`src/rtl/pcm_decode.sv`:
```
// Receive-side PCM deframer: serial 8-bit companded codes -> 13-bit sign-magnitude linear + 8-bit DA word.
// Code register loads on the 8th bit edge; outputs update one cycle later; no backpressure (bit_en strobed).
module pcm_decode #(
  parameter int FRAME_LEN = 8,
  parameter int MISS_MAX  = 3,
  parameter int MSB_FIRST = 1
) (
  input  logic        clkAD,
  input  logic        reset,
  input  logic        bit_en,
  input  logic        pcm_bit,
  input  logic        frame_sync,
  output logic [12:0] linear_out,
  output logic [7:0]  daout,
  output logic        out_valid,
  output logic        locked,
  output logic        sync_err
);

  localparam int CW = $clog2(FRAME_LEN);

  typedef enum logic {HUNT, LOCK} state_t;

  state_t        r_state, w_state_nxt;
  logic [CW-1:0] r_cnt, w_cnt_nxt, w_idx;
  logic [3:0]    r_miss, w_miss_nxt;
  logic [7:0]    r_shift, w_shift_nxt;
  logic [7:0]    r_code;
  logic          r_load, w_load;
  logic          r_sync_err, w_sync_err;
  logic          r_valid;
  logic [12:0]   r_linear;
  logic          w_take;
  logic          w_in_code;
  logic          w_last;
  logic [2:0]    w_bitpos;
  logic [11:0]   w_seg_mag;
  logic [11:0]   w_mag;

  always_ff @(posedge clkAD or posedge reset) begin
    if (reset) r_state <= HUNT;
    else       r_state <= w_state_nxt;
  end

  // w_idx is the bit position the current bit is treated as (realigned on sync)
  always_comb begin
    w_state_nxt = r_state;
    w_cnt_nxt   = r_cnt;
    w_miss_nxt  = r_miss;
    w_shift_nxt = r_shift;
    w_idx       = r_cnt;
    w_take      = 1'b0;
    w_load      = 1'b0;
    w_sync_err  = 1'b0;
    w_in_code   = 1'b0;
    w_last      = 1'b0;
    w_bitpos    = 3'd0;
    if (bit_en) begin
      case (r_state)
        HUNT: begin
          if (frame_sync) begin
            w_state_nxt = LOCK;
            w_miss_nxt  = 4'd0;
            w_idx       = '0;
            w_take      = 1'b1;
          end
        end
        LOCK: begin
          w_take = 1'b1;
          if (frame_sync) begin
            w_miss_nxt = 4'd0;
            w_idx      = '0;
            w_sync_err = (r_cnt != '0);
          end else if (r_cnt == '0) begin
            if (({1'b0, r_miss} + 5'd1) >= 5'(MISS_MAX)) begin
              w_state_nxt = HUNT;
              w_miss_nxt  = 4'd0;
              w_cnt_nxt   = '0;
              w_take      = 1'b0;
            end else begin
              w_miss_nxt = r_miss + 4'd1;
            end
          end
        end
        default: w_state_nxt = HUNT;
      endcase
    end
    if (w_take) begin
      w_in_code = ((w_idx >> 3) == '0);
      w_last    = (w_idx == CW'(FRAME_LEN - 1));
      w_bitpos  = (MSB_FIRST != 0) ? (3'd7 - w_idx[2:0]) : w_idx[2:0];
      if (w_idx == '0) w_shift_nxt = 8'd0;
      if (w_in_code) w_shift_nxt[w_bitpos] = pcm_bit;
      w_load    = w_in_code && (w_idx[2:0] == 3'd7);
      w_cnt_nxt = w_last ? '0 : (w_idx + 1'b1);
    end
  end

  // Segment n>=1 places the implied leading one at bit n+4
  assign w_seg_mag = {6'd0, 1'b1, r_code[3:0], 1'b1} << (r_code[6:4] - 3'd1);
  assign w_mag     = (r_code[6:4] == 3'd0) ? {7'd0, r_code[3:0], 1'b1} : w_seg_mag;

  always_ff @(posedge clkAD or posedge reset) begin
    if (reset) begin
      r_cnt      <= '0;
      r_miss     <= 4'd0;
      r_shift    <= 8'd0;
      r_code     <= 8'd0;
      r_load     <= 1'b0;
      r_sync_err <= 1'b0;
      r_valid    <= 1'b0;
      r_linear   <= 13'd0;
    end else begin
      r_cnt      <= w_cnt_nxt;
      r_miss     <= w_miss_nxt;
      r_shift    <= w_shift_nxt;
      r_load     <= w_load;
      r_sync_err <= w_sync_err;
      r_valid    <= r_load;
      if (w_load) r_code   <= w_shift_nxt;
      if (r_load) r_linear <= {r_code[7], w_mag};
    end
  end

  assign linear_out = r_linear;
  assign daout      = r_linear[12:5];
  assign out_valid  = r_valid;
  assign locked     = (r_state == LOCK);
  assign sync_err   = r_sync_err;

endmodule
```
`config.mk`:
```
export PLATFORM = sky130hd
export DESIGN_NAME = pcm_decode
export DESIGN_NICKNAME = d
export VERILOG_FILES = /design/src/rtl/pcm_decode.sv
export SDC_FILE = /design/constraint.sdc
export NUM_CORES = 1
export LEC_CHECK = 0
export CORE_MARGIN = 2
export CORE_UTILIZATION = 40
export DETAILED_ROUTE_END_ITERATION = 12
export PLACE_DENSITY = 0.7
export SLEW_MARGIN = 5
export SYNTH_ARGS = -nofsm -noshare
export SYNTH_HDL_FRONTEND = slang
export SYNTH_SLANG_ARGS = --single-unit
export TNS_END_PERCENT = 1
```
`constraint.sdc`:
```
create_clock -name clkAD -period 2.2 [get_ports clkAD]
set_input_delay 0.55 -clock clkAD [delete_from_list [all_inputs] [get_ports clkAD]]
set_output_delay 0.55 -clock clkAD [all_outputs]
set_load 0.05 [all_outputs]
```
==> results of run 1 <==
kinds of logic (layout without fill, tap and decap cells):
group	count (synthesis)	count (layout)	share of synthesized area, %
compound gates	44	44	14.3
buf+inv	32	72	7.50
mux	26	26	13.9
simple gates	57	57	14.2
fa+ha+maj	8	8	4.45
flops	40	40	44.5
xor+xnor	3	3	1.17
through the flow:
stage          setup TNS, ps  util (%)  worst slack [ps]
2_1_floorplan              0         -              67.6
3_3_place_gp           -3810      48.7              -298
3_5_place_dp           -4540      48.7              -352
4_1_cts                    0      51.0              26.2
5_1_grt                -26.8      51.1             -16.9
6_report                   0      51.1              86.8
power breakdown:
part	leakage (nW)	internal, W	total, W	switching, W
sequential	0.545	0.000880	0.00100	0.000122
combinational	0.655	0.000515	0.00113	0.000617
clock	0.0552	0.000337	0.000595	0.000258
total	1.26	0.00173	0.00273	0.000996
worst paths after layout:
path | cells past startpoint | slack, ps | endpoint | start
setup / recovery | 7 | 90 | r_code[1] | r_miss[0]
hold / removal | 1 | 490 | r_miss[3] | r_miss[3]
setup reg to reg | 7 | 90 | r_code[1] | r_miss[0]
hold reg to reg | 1 | 490 | r_miss[3] | r_miss[3]
max in group asynchronous | 3 | 1170 | r_shift[2] | reset
min in group asynchronous | 3 | 670 | locked | reset
cell usage after synthesis (2+ instances only):
| cell | n |
|---|---|
| nor3_1 | 3 |
| nand2b_1 | 7 |
| dfrtp_1 | 40 |
| and3_1 | 2 |
| buf_2 | 3 |
| mux2_4 | 8 |
| inv_1 | 14 |
| mux2_2 | 10 |
| a21oi_1 | 4 |
| xnor2_1 | 2 |
| nand4_1 | 2 |
| nor2b_1 | 3 |
| o221ai_1 | 2 |
| o21ai_0 | 10 |
| buf_4 | 8 |
| o22ai_1 | 4 |
| nand3_1 | 7 |
| ha_1 | 8 |
| and2_1 | 3 |
| o21bai_1 | 2 |
| nor3b_1 | 3 |
| a21bo_2 | 3 |
| clkbuf_1 | 5 |
| a22oi_1 | 2 |
| mux2i_1 | 8 |
| o31ai_1 | 2 |
| nor2_1 | 9 |
| nand3b_1 | 4 |
| a31oi_1 | 3 |
| a22o_1 | 2 |
| nand2_1 | 8 |
| buf_6 | 2 |
flip-flops by register name, indices dropped and copies added, names as in the netlist:
name	count
linear_out	13
locked	1
out_valid	1
r_cnt	3
r_code	8
r_load	1
r_miss	4
r_shift	8
sync_err	1
per-layer routing:
metal,wire length [um],vias to the layer above
li1,-,822
met1,2030,788
met2,2010,27
met3,120,5
met4,45,0
met5,0,-
repair_timing:
action | in CTS | in global routing
resized for setup | 6 | 2
setup endpoints to repair | 8 | 16
gates cloned | 1 | 0
buffers inserted | 0 | 0
layout make-up:
class,instances,share of cell area [%]
multi-input cells,138,39.2
flip-flops and latches,40,35.8
repair buffers,50,16.1
well taps,72,3.22
clock buffers,6,2.59
inverters,14,1.88
clock inverters,2,1.25
==> reports/metrics.cfg, run 1 <==
[synth]
netlist_instances=210
yosysUniqueCellTypes=49
synth_warnings=0
synthArstFlopShare_pct=100
synth_largest_area_cell=dfrtp_1
synth_seq_area_share_pct=44.5
avgSynthCellArea_sq_um=10.7
ys_ff_latch=40
synth_nets=223
synth-edff-count=0
synth_top_area_share_pct=44.5
synthesis.area_sq_um=2250
synth_area_leaders=dfrtp_1, mux2_4, mux2_2
dominantRegCellSynth=dfrtp_1

[cts]
cts_buffers=5
clock_sinks=40
cts_root_buf=clkbuf_8
cts_buffer_depth=2
cts_tree=done
cts_hold_buf=0
clock_latency_ps=290
htreeDepth=2
path_clk_slew_ps=70

[worst_setup_path]
max_stage_delay_ps=410
worstPathMaxFanout=5
end_kind=flop
critPathBufInv=2
worst-endpoint-arrival_ps=2290
crit_chain=inv_1, ha_1, or2_2, a41oi_2, nor3b_4, buf_4, mux2_4
path_class=reg -> reg
path_delay_family=flip-flops
critPathLaunchType=flop
cp_slowest_cell=dfrtp_1
critical_path_required_ps=2370

[layout]
final_layout_size_suffix_gt1_share_pct=22.0
area_delta_synth_final_pct=24.3
diodes=0
stdcell_count=322
final_common_cell=dfrtp_1
mostFrequentLayoutCells=dfrtp_1, clkdlybuf4s50_1, buf_4
fin_nets=262
multi_input_area_sq_um=1100
final_cell_area_sq_um=2800
ff_latch_area_sq_um=1000
nFillCells=506

[flow_run]
drv_cap=0

[floorplanning]
die_h_um=79.0
core-area_sq_um=5470
die_x_um=79.0
io_pins=29
rows=27
dieArea_sq_um=6240
initial_core_util_pct=41.1

[timing]
worstMarginPinSlew_ps=500
max_slew_margin_pct=66.5
fin_crit_ps=2110
hold_viol=0
skew_ps=9.80
final_max_slew_viol_count=0
max_clock_freq_mhz=473
setup_viol=0
period_share_pct=96.1
hold_ws_ps=487
rsz0062_at_grt=true

[place]
dpl-instance-area_sq_um=2660
placed_cells=313
portBuffers=28
routabilityCongestion=0.824
dp_hpwl_mm=3.08

[power_and_ir_drop]
power_density_nw_per_um2=975
p_leak_nw=1.26
ir_drop_mv=0.359
power.total_w=0.00273

[global_route]
antenna_found_initial=0
grt_overflow=0
first_global_vias=1588
track_usage_pct=15.0
grt_start_max_net_pins=41
top_usage_layer=met2
met3_usage_pct=3.75
met1_usage_pct=20.2
grt_pass1_wl_mm=7.42
use_met2_pct=24.3

[drt]
avgRoutedWirePerCell_um=13.1
ant_nets=0
wirelength_mm=4.20
drt_iter0_drc=80
viasPerCell=5.10
first_pass_iters=4
num_vias=1642
drc_errors=0

[hold_path]
hold_class=reg -> reg

[outcome]
status=completed

(Power assumes the default switching activity.)
==> run 2, diff against run 1 <==
--- a/config.mk
+++ b/config.mk
@@ -7,6 +7,7 @@
 export LEC_CHECK = 0
 export CORE_MARGIN = 2
 export CORE_UTILIZATION = 40
+export CTS_CLUSTER_SIZE = 14
 export DETAILED_ROUTE_END_ITERATION = 12
 export PLACE_DENSITY = 0.7
 export SLEW_MARGIN = 5
==> results of run 2 <==
The final DEF is identical to that of run 1; final timing and power are the same.
